--- src/rtl/pmu_pkg.sv ---
`default_nettype none
// ----------------------------------------------------------------------------
// pmu_pkg : shared state encoding and sizing helpers for the PMU sequencer
// Revision 1.0
// ----------------------------------------------------------------------------
package pmu_pkg;

  typedef enum logic [2:0] {
    ST_OFF        = 3'd0,
    ST_UP_SETTLE  = 3'd1,
    ST_UP_WAIT_PG = 3'd2,
    ST_ON         = 3'd3,
    ST_DOWN       = 3'd4,
    ST_FAULT      = 3'd5
  } pmu_state_t;

  localparam int FAULT_CH_W_MIN = 1;

  // Channel-index width; a single-bit index is kept even for tiny banks.
  function automatic int fault_ch_width(input int n_ch);
    return (n_ch > 2) ? $clog2(n_ch) : FAULT_CH_W_MIN;
  endfunction

endpackage
`default_nettype wire

--- src/rtl/pmu_sync.sv ---
`default_nettype none
// ----------------------------------------------------------------------------
// pmu_sync : multi-bit, multi-stage flop synchronizer with async active-low reset
// Revision 1.0
// ----------------------------------------------------------------------------
module pmu_sync #(
  parameter int WIDTH  = 1,
  parameter int STAGES = 2
) (
  input  logic             clk,
  input  logic             rst_n,
  input  logic [WIDTH-1:0] d,
  output logic [WIDTH-1:0] q
);

  logic [WIDTH-1:0] r_stage [STAGES];

  always_ff @(posedge clk or negedge rst_n) begin
    if (!rst_n) r_stage[0] <= '0;
    else        r_stage[0] <= d;
  end

  generate
    for (genvar g = 1; g < STAGES; g++) begin : g_stage
      always_ff @(posedge clk or negedge rst_n) begin
        if (!rst_n) r_stage[g] <= '0;
        else        r_stage[g] <= r_stage[g-1];
      end
    end
  endgenerate

  assign q = r_stage[STAGES-1];

endmodule
`default_nettype wire

--- src/rtl/pmu_sequencer.sv ---
`default_nettype none
// ----------------------------------------------------------------------------
// pmu_sequencer : ordered regulator enable/disable sequencer with power-good fault
// Revision 1.0
// ----------------------------------------------------------------------------
module pmu_sequencer
  import pmu_pkg::*;
#(
  parameter int N_CH        = 4,
  parameter int CNT_W       = 16,
  parameter int SYNC_STAGES = 2
) (
  input  logic                     clk,
  input  logic                     rst_n,
  input  logic                     pwr_req,
  input  logic [CNT_W-1:0]         settle_cycles,
  input  logic [CNT_W-1:0]         timeout_cycles,
  input  logic [N_CH-1:0]          pg_i,
  input  logic                     clr_fault,
  output logic [N_CH-1:0]          en_o,
  output logic                     busy,
  output logic                     ready,
  output logic                     fault,
  output logic [$clog2(N_CH)-1:0]  fault_ch
);

  localparam int IDX_W = fault_ch_width(N_CH);
  localparam logic [IDX_W-1:0] c_last_idx = IDX_W'(N_CH - 1);
  localparam logic [N_CH-1:0]  c_one      = N_CH'(1);

  pmu_state_t       r_state;
  logic [IDX_W-1:0] r_idx;
  logic [CNT_W-1:0] r_cnt;
  logic [N_CH-1:0]  r_en;
  logic             r_fault;
  logic [IDX_W-1:0] r_fault_ch;

  logic [N_CH-1:0]  w_pg_s;
  logic [CNT_W-1:0] w_settle_last;
  logic [IDX_W-1:0] w_idx_inc;
  logic [IDX_W-1:0] w_idx_dec;
  logic             w_pg_bad;
  logic [IDX_W-1:0] w_bad_idx;

  pmu_sync #(
    .WIDTH  (N_CH),
    .STAGES (SYNC_STAGES)
  ) u_pg_sync (
    .clk   (clk),
    .rst_n (rst_n),
    .d     (pg_i),
    .q     (w_pg_s)
  );

  // A zero settle time is treated as a single cycle.
  assign w_settle_last = (settle_cycles == '0) ? '0 : settle_cycles - CNT_W'(1);
  assign w_idx_inc     = r_idx + IDX_W'(1);
  assign w_idx_dec     = r_idx - IDX_W'(1);

  always_comb begin
    w_pg_bad  = 1'b0;
    w_bad_idx = '0;
    for (int i = N_CH - 1; i >= 0; i--) begin
      if (!w_pg_s[i]) begin
        w_pg_bad  = 1'b1;
        w_bad_idx = IDX_W'(i);
      end
    end
  end

  always_ff @(posedge clk or negedge rst_n) begin
    if (!rst_n) begin
      r_state    <= ST_OFF;
      r_idx      <= '0;
      r_cnt      <= '0;
      r_en       <= '0;
      r_fault    <= 1'b0;
      r_fault_ch <= '0;
    end else begin
      case (r_state)
        ST_OFF: begin
          r_en <= '0;
          if (pwr_req) begin
            r_en    <= c_one;
            r_idx   <= '0;
            r_cnt   <= '0;
            r_state <= ST_UP_SETTLE;
          end
        end

        ST_UP_SETTLE: begin
          if (!pwr_req) begin
            r_en    <= r_en & ~(c_one << r_idx);
            r_cnt   <= '0;
            r_state <= ST_DOWN;
          end else if (r_cnt >= w_settle_last) begin
            r_cnt   <= '0;
            r_state <= ST_UP_WAIT_PG;
          end else begin
            r_cnt <= r_cnt + CNT_W'(1);
          end
        end

        // Request drop outranks both success and timeout; success outranks timeout.
        ST_UP_WAIT_PG: begin
          if (!pwr_req) begin
            r_en    <= r_en & ~(c_one << r_idx);
            r_cnt   <= '0;
            r_state <= ST_DOWN;
          end else if (w_pg_s[r_idx]) begin
            if (r_idx == c_last_idx) begin
              r_state <= ST_ON;
            end else begin
              r_idx   <= w_idx_inc;
              r_en    <= r_en | (c_one << w_idx_inc);
              r_cnt   <= '0;
              r_state <= ST_UP_SETTLE;
            end
          end else if (r_cnt >= timeout_cycles) begin
            r_en       <= '0;
            r_fault    <= 1'b1;
            r_fault_ch <= r_idx;
            r_state    <= ST_FAULT;
          end else begin
            r_cnt <= r_cnt + CNT_W'(1);
          end
        end

        ST_ON: begin
          if (w_pg_bad) begin
            r_en       <= '0;
            r_fault    <= 1'b1;
            r_fault_ch <= w_bad_idx;
            r_state    <= ST_FAULT;
          end else if (!pwr_req) begin
            r_idx   <= c_last_idx;
            r_en    <= r_en & ~(c_one << c_last_idx);
            r_cnt   <= '0;
            r_state <= ST_DOWN;
          end
        end

        ST_DOWN: begin
          if (r_cnt >= w_settle_last) begin
            r_cnt <= '0;
            if (r_idx == '0) begin
              r_state <= ST_OFF;
            end else begin
              r_idx <= w_idx_dec;
              r_en  <= r_en & ~(c_one << w_idx_dec);
            end
          end else begin
            r_cnt <= r_cnt + CNT_W'(1);
          end
        end

        ST_FAULT: begin
          r_en <= '0;
          if (clr_fault && !pwr_req) begin
            r_fault <= 1'b0;
            r_state <= ST_OFF;
          end
        end

        default: begin
          r_en    <= '0;
          r_state <= ST_OFF;
        end
      endcase
    end
  end

  assign en_o     = r_en;
  assign busy     = (r_state == ST_UP_SETTLE) || (r_state == ST_UP_WAIT_PG) || (r_state == ST_DOWN);
  assign ready    = (r_state == ST_ON);
  assign fault    = r_fault;
  assign fault_ch = r_fault_ch;

endmodule
`default_nettype wire

--- config.mk ---
export PLATFORM = sky130hd
export DESIGN_NAME = pmu_sequencer
export DESIGN_NICKNAME = d
export VERILOG_FILES = /design/src/rtl/pmu_pkg.sv /design/src/rtl/pmu_sync.sv /design/src/rtl/pmu_sequencer.sv
export SDC_FILE = /design/constraint.sdc
export NUM_CORES = 1
export LEC_CHECK = 0
export CAP_MARGIN = 10
export CORE_UTILIZATION = 50
export DETAILED_ROUTE_END_ITERATION = 7
export GPL_TIMING_DRIVEN = 1
export HOLD_SLACK_MARGIN = 0.12
export PLACE_DENSITY = 0.87
export REMOVE_ABC_BUFFERS = 1
export SLEW_MARGIN = 0
export SYNTH_ARGS = -nofsm -noshare
export SYNTH_HDL_FRONTEND = slang
export SYNTH_SLANG_ARGS = --single-unit
--- constraint.sdc ---
create_clock -name clk -period 2.55 [get_ports clk]
set_input_delay 0.765 -clock clk [delete_from_list [all_inputs] [get_ports clk]]
set_output_delay 0.765 -clock clk [all_outputs]
set_load 0.005 [all_outputs]
==> summary.txt, run 1 <==
============================================================================================
Layout Cell Area excl Fill ....................................................     5010 µm²
Min-Delay Path Depth ..........................................................            0
Post-synth cell types .........................................................           57
Final critical delay including setup and external delays ......................      3.97 ns
Setup Crit Path Kind .......................................................... input port to register
Number of I/O pins ............................................................           49
Floorplan die width ...........................................................      81.9 µm
IO buf count ..................................................................           48
Cell Area, Synth ..............................................................     3190 µm²
Chain of cells forming the critical path ...................................... buf_4 -> inv_4 -> ha_4 -> nand2b_4 -> or4_4 -> nor3b_4 -> buf_4 -> xor2_1 -> nand2_1 -> ha_1 -> nand2_2 -> nor4_4 -> o311ai_4 -> nand3_2 -> buf_6 -> buf_6 -> o2111a_1 -> o221ai_1 -> o2bb2ai_1
Global-route wire length before repair ........................................      16.7 mm
Post-Synthesis Cells ..........................................................          396
Global placer's final weighted congestion .....................................        0.974
Startpoint type of the worst setup path .......................................   input port
Crit path max-delay cell type .................................................        or4_4
Worst-case clock buffer depth .................................................            2
Worst Slack Setup Final .......................................................     -1.42 ns
Sequential cell area ..........................................................      902 µm²
Result of the run ............................................................. finished, violations left
Number of placed instances, taps included .....................................          566
Final period utilization ......................................................         1.56
CTS root buf ..................................................................     clkbuf_8
Maximum number of pins on one net before global-route repair ..................           37
Total power draw ..............................................................    0.00316 W
Via count .....................................................................         3873
Max_slew headroom .............................................................        0.605
Finish-stage setup viols ......................................................           24
Clock-pin slew of the registers on the worst-case setup and hold paths ........      0.08 ns
Post-synthesis area per instance ..............................................     8.07 µm²
Critical Path Sink Type .......................................................     register
Sum of net half-perimeters after detailed placement ...........................      6.52 mm
Clk sink count ................................................................           36
Number of antenna diodes ......................................................            0
Synth Register Bits ...........................................................           36
Maximum cell stage delay along the critical path ..............................      0.55 ns
Share of the synthesized netlist area taken by xor and xnor gates .............       0.0384
Multi-input combinational cell area ...........................................     2620 µm²
Routed WL per cell ............................................................      21.3 µm
Measured slew at the worst slew-check pin .....................................     0.589 ns
Die Outline Area ..............................................................     6710 µm²
Total Wirelength ..............................................................      12.8 mm
Site Rows .....................................................................           28
ANT nets after route ..........................................................            0
Remaining global-route overflow ...............................................            0
Post-CTS Hold Fix Bufs ........................................................            0
Initial antenna violation count ...............................................            0
Highest metal layer with signal wires .........................................         met4
Latest clock arrival within the worst-skew pair ...............................      0.30 ns
Routed via count divided by cell count ........................................         6.47
Clock tree from TritonCTS .....................................................         done
Inserted Clock Buffers ........................................................            5
DP Area .......................................................................     4150 µm²
Die boundary height ...........................................................      81.9 µm
Total of fill cells in the finished design ....................................          326
Final hold vios ...............................................................            0
Worst-case clock skew .........................................................   0.00918 ns
Worst-case hold slack .........................................................     0.351 ns
Number of levels in the clock H-tree ..........................................            2
Area Growth Syn to Fin ........................................................        57.0%
Critical path data arrival time ...............................................      4.16 ns
# DRC .........................................................................            0
Basic-gate share of the synthesized area counting and, or, nand and nor cells .        0.286
Total power divided by cell area ..............................................   630 nW/µm²
Peak clock frequency supported by timing ......................................    0.252 GHz
Biggest fanout along the worst timing path ....................................            5
Adder-cell share of the synthesized area ......................................        0.153
Leakage power summed over all cells ...........................................      2.37 nW
Fraction of final layout cells with drive strength greater than 1 .............        0.351
Filler-free cell count of the finished design .................................          599
Number of max-capacitance violations reported .................................            0
Synth Flop Type ...............................................................      dfrtp_1
Final count of pins violating max slew ........................................            0
Starting utilization of the core area .........................................        0.530
Number of synthesized flops with an enable pin ................................            0
Max rail drop VDD .............................................................   0.000640 V
Iteration-0 DRC Markers .......................................................          389
Met2 wire length ..............................................................      6.43 mm
Synth warn ....................................................................            0
Worst reg2reg path depth ......................................................           11
CP Data Required Time .........................................................      2.74 ns
Number of global-route vias before repair .....................................         3653
Fraction of the mapped netlist area in compound gates .........................        0.179
Class of the worst hold path .................................................. register to register
Overall fraction of global-route tracks in use ................................        0.336
Final-stage net count .........................................................          602
First drt pass iteration count ................................................            5
Core Area .....................................................................     6030 µm²
Proportion of synthesized chip area in sequential cells .......................        0.282
RSZ-0062 raised after global routing ..........................................          yes
Violated checks ............................................................... negative setup slack
M1 wire length ................................................................      4.41 mm
Largest family of logic cells by synthesized area ............................. simple AND/OR/NAND/NOR gates
Async set-reset flop share out of synthesis ...................................         1.00
Multiplexer share of the synthesized area .....................................       0.0172
Total met3 wirelength after detailed routing ..................................      1.02 mm
============================================================================================
==> cells in the mapped netlist (3+ instances only) <==
cell type   n  area [µm²]
dfrtp_1    36         901
or2_2       4        25.0
a22oi_1     3        22.5
a31oi_1     7        43.8
a21oi_1    25         125
ha_1       39         488
nand4_1     7        43.8
nand2_1    61         229
o211ai_1    3        22.5
o21ai_0    16        80.1
nor3_1      8        40.0
inv_1      24        90.1
xnor2_1     6        52.6
o311ai_0    3        26.3
clkbuf_1    7        26.3
buf_2       3        15.0
nor2_1     23        86.3
or3_1      12        75.1
xor2_1      8        70.1
nand2b_1    5        31.3
nor2b_1    13        81.3
nand3_1    32         160
and2_1      4        25.0
o21bai_1    5        37.5
==> stage by stage <==
stage | setup TNS (ns) | worst slack (ns) | utilization
floorplan | -30.59 | -1.38 | -
global placement | -42.57 | -1.84 | 0.689
detailed placement | -46.85 | -2.01 | 0.689
CTS | -26.49 | -1.20 | 0.768
global route | -33.10 | -1.50 | 0.832
finish | -31.09 | -1.42 | 0.832
==> power by group <==
group | internal [W] | switching (W)
combinational | 0.000888 | 0.000985
clock | 0.000289 | 0.000225
sequential | 0.000655 | 0.000115
==> critical path: cells and delay by family <==
family / cells / cell delay, ns
xor gates and xnor gates: 1 / 0.14
buffers and inverters: 5 / 0.60
AOI/OAI and AO/OA: 4 / 0.70
adders and majority gates: 2 / 0.41
and+or+nand+nor: 7 / 1.53
==> cells in the final DEF, fill, tap and decap left out, types with 8 or more instances in the layout <==
cell type / instances
buf_4: 69
nand2_1: 57
dfrtp_1: 35
nand3_1: 29
ha_1: 26
clkdlybuf4s50_1: 23
nor2_1: 22
a21oi_1: 19
buf_6: 16
ha_4: 13
inv_2: 12
nor2b_1: 12
inv_1: 10
dlymetal6s2s_1: 10
or3_1: 9
xor2_1: 8
o21ai_0: 8
==> path summary, 6_finish.rpt <==
path,startpoint,endpoint,slack (ns)
max,settle_cycles[1],en_o[0]$_DFFE_PN0P_,-1.42
min,u_pg_sync.r_stage[7]$_DFF_PN0_,u_pg_sync.q[3]$_DFF_PN0_,0.35
max reg2reg,r_cnt[1]$_DFFE_PN0P_,r_cnt[10]$_DFFE_PN0P_,-0.23
min reg2reg,u_pg_sync.r_stage[7]$_DFF_PN0_,u_pg_sync.q[3]$_DFF_PN0_,0.35
max in group asynchronous,rst_n,r_cnt[10]$_DFFE_PN0P_,1.31
min in group asynchronous,rst_n,en_o[0]$_DFFE_PN0P_,0.88
==> routing by layer <==
layer  GRT usage  up-vias
li1            -     1675
met1       0.323     1824
met2       0.637      286
met3      0.0533       88
met4       0.246        0
met5           0        -
==> cell families (layout without fill, tap and decap cells) <==
family,after synthesis,in the layout
compound gates,86,86
xor+xnor,14,14
fa+ha+maj,39,39
buf+inv,35,163
flops,36,36
mux,4,4
simple gates,182,182
==> area by class of cell <==
class,instances,share of cell area
multi-input cells,325,0.523
clock inverters,3,0.00848
inverters,24,0.0190
well taps,75,0.0187
flip-flops and latches,36,0.180
clock buffers,5,0.0137
repair buffers,131,0.238
==> flip-flops by register name (all words and copies together), names as in the netlist <==
name / cells
r_idx: 2
en_o: 4
r_cnt: 16
fault_ch: 2
r_state: 3
u_pg_sync.q: 4
u_pg_sync.r_stage: 4
fault: 1
==> repair_timing <==
| action | in CTS | in global routing |
|---|---|---|
| resized for setup | 96 | 75 |
| gates cloned | 0 | 0 |
| buffers inserted | 15 | 13 |
| pin swaps | 52 | 42 |
| setup endpoints to repair | 30 | 30 |
Note: power is estimated with default switching activity, not from simulation.
==> run 2: changes to the inputs <==
MAX_ROUTING_LAYER = met4   (was unset)
==> summary.txt, run 2 (synthesized netlist as in run 1, its figures left out) <==
=====================================================================================
Minimum setup slack after placement ....................................     -2.06 ns
DP Area ................................................................     4150 µm²
Final count of pins violating max slew .................................            0
Leakage power summed over all cells ....................................      2.25 nW
RSZ-0062 raised after global routing ...................................          yes
Startpoint type of the worst setup path ................................   input port
Worst Slack Setup Final ................................................     -1.28 ns
Total of fill cells in the finished design .............................          365
Remaining global-route overflow ........................................            0
Number of antenna diodes ...............................................            0
Routed via count divided by cell count .................................         6.38
Number of max-capacitance violations reported ..........................            0
Total power divided by cell area .......................................   619 nW/µm²
Iteration-0 DRC Markers ................................................          251
Die boundary height ....................................................      81.9 µm
ANT nets after route ...................................................            0
Global-route wire length before repair .................................      17.1 mm
Maximum number of pins on one net before global-route repair ...........           37
Number of levels in the clock H-tree ...................................            2
Final hold vios ........................................................            0
Number of I/O pins .....................................................           49
Most used cells in the layout excluding fill and tap cells ............. buf_4, nand2_1, clkdlybuf4s50_1
Overall fraction of global-route tracks in use .........................        0.347
Layout Cell Area excl Fill .............................................     4850 µm²
CP Data Required Time ..................................................      2.79 ns
Die Outline Area .......................................................     6710 µm²
Via count ..............................................................         3790
Number of global-route vias before repair ..............................         3769
Maximum cell stage delay along the critical path .......................      0.54 ns
Clock-pin slew of the registers on the worst-case setup and hold paths .      0.08 ns
Latest clock arrival within the worst-skew pair ........................      0.30 ns
Inserted Clock Buffers .................................................            5
Multi-input combinational cell area ....................................     2590 µm²
Buffers plus inverters on the worst setup path .........................            3
Starting utilization of the core area ..................................        0.530
Fraction of final layout cells with drive strength greater than 1 ......        0.316
Site Rows ..............................................................           28
Initial antenna violation count ........................................            0
Routed WL per cell .....................................................      19.0 µm
Finish-stage setup viols ...............................................           28
First drt pass iteration count .........................................            5
Critical Path Sink Type ................................................     register
Most common cell after layout, fill and taps aside .....................        buf_4
Area Growth Syn to Fin .................................................        51.9%
Final-stage net count ..................................................          597
Peak clock frequency supported by timing ...............................    0.261 GHz
Floorplan die width ....................................................      81.9 µm
Class of the worst hold path ........................................... register to register
Post-CTS Hold Fix Bufs .................................................            0
Global placer's final weighted congestion ..............................        0.903
Max rail drop VDD ......................................................   0.000564 V
Max_slew headroom ......................................................        0.678
Setup Crit Path Kind ................................................... input port to register
Largest register FFs ...................................................           16
Sum of net half-perimeters after detailed placement ....................      6.77 mm
Sequential cell area ...................................................      903 µm²
Measured slew at the worst slew-check pin ..............................     0.483 ns
Biggest fanout along the worst timing path .............................            6
IO buf count ...........................................................           48
Core occupancy in the finished layout ..................................        0.805
Critical path data arrival time ........................................      4.06 ns
Worst-case clock skew ..................................................   0.00724 ns
Chain of cells forming the critical path ............................... buf_6 -> or3_4 -> or4_4 -> buf_6 -> nor3_4 -> xor2_1 -> nand2_1 -> ha_1 -> nand2_2 -> o21ai_1 -> a21oi_2 -> buf_4 -> nand3_4 -> o21a_4 -> or3_4 -> nand3_2
Result of the run ...................................................... finished, violations left
Worst-case clock buffer depth ..........................................            2
Final critical delay including setup and external delays ...............      3.83 ns
Clock tree from TritonCTS ..............................................         done
Cell family with most CP delay ......................................... simple AND/OR/NAND/NOR gates
Total Wirelength .......................................................      11.3 mm
Final period utilization ...............................................         1.50
Crit path max-delay cell type ..........................................        or4_4
CTS root buf ...........................................................     clkbuf_8
Register with the highest flop count ...................................        r_cnt
Violated checks ........................................................ negative setup slack
Clk sink count .........................................................           36
Core Area ..............................................................     6030 µm²
# DRC ..................................................................            0
=====================================================================================
-- run 2: changes by cell type in the layout (fill, tap and decap cells not counted), sizes merged --
cell / delta
clkinvlp: -1
buf: -8
o21a: +1
clkdlybuf4s50: +13
nand3: +1
clkbuf: +1
clkdlybuf4s15: -7
dlygate4sd2: +5
dlymetal6s2s: -10
-- run 2: routing by layer --
metal | track usage | wire length, µm | vias up | share of wire
met5 | - | 0 | - | 0
met4 | 0.189 | 688 | 0 | 0.061
met3 | 0.0522 | 676 | 74 | 0.060
met2 | 0.641 | 5970 | 226 | 0.53
met1 | 0.347 | 3960 | 1816 | 0.35
li1 | - | - | 1674 | -
-- run 2: power breakdown --
part	switching (W)	internal [W]	total (W)
sequential	0.000101	0.000657	0.000757
clock	0.000227	0.000291	0.000518
combinational	0.000894	0.000833	0.00173
-- run 2: repair_timing --
item,CTS,global route
resized for setup,92,34
gates cloned,2,0
setup buffers,16,2
endpoints found under the setup margin,30,30
pin swaps,46,21
-- run 2: path summary, 6_finish.rpt --
check	slack, ns	depth (start not counted)	end	from
min reg2reg	0.35	0	u_pg_sync.q[0]$_DFF_PN0_	u_pg_sync.r_stage[4]$_DFF_PN0_
min	0.35	0	u_pg_sync.q[0]$_DFF_PN0_	u_pg_sync.r_stage[4]$_DFF_PN0_
max	-1.28	16	r_cnt[6]$_DFFE_PN0P_	settle_cycles[4]
max in group asynchronous	1.30	2	r_state[0]$_DFFE_PN0P_	rst_n
min in group asynchronous	0.90	2	r_cnt[4]$_DFFE_PN0P_	rst_n
max reg2reg	0	9	r_cnt[6]$_DFFE_PN0P_	r_cnt[1]$_DFFE_PN0P_
-- run 2: stage by stage --
step	power (W)	cells	setup TNS [ns]	hold WS (ns)
after CTS	0.00281	592	-22.57	0.354
after global placement	0.00211	566	-43.18	0.334
after global routing	0.00316	594	-31.11	0.350
after detailed placement	0.00215	566	-47.69	0.338
after floorplan	0.00147	385	-30.59	0.331
final	0.00300	594	-29.05	0.354
-- run 2: layout make-up --
class | instances | share of cell area
clock buffer | 6 | 0.0150
clock inverter | 2 | 0.00722
inverter | 24 | 0.0186
multi-input combinational | 327 | 0.535
sequential | 36 | 0.186
tap | 75 | 0.0193
timing repair buffer | 124 | 0.219
==> run 3: changes to the inputs <==
GPL_TIMING_DRIVEN = unset   (was 1)
==> results of run 3 <==
Same layout as run 2: the final DEF is identical, and so are final timing and power.
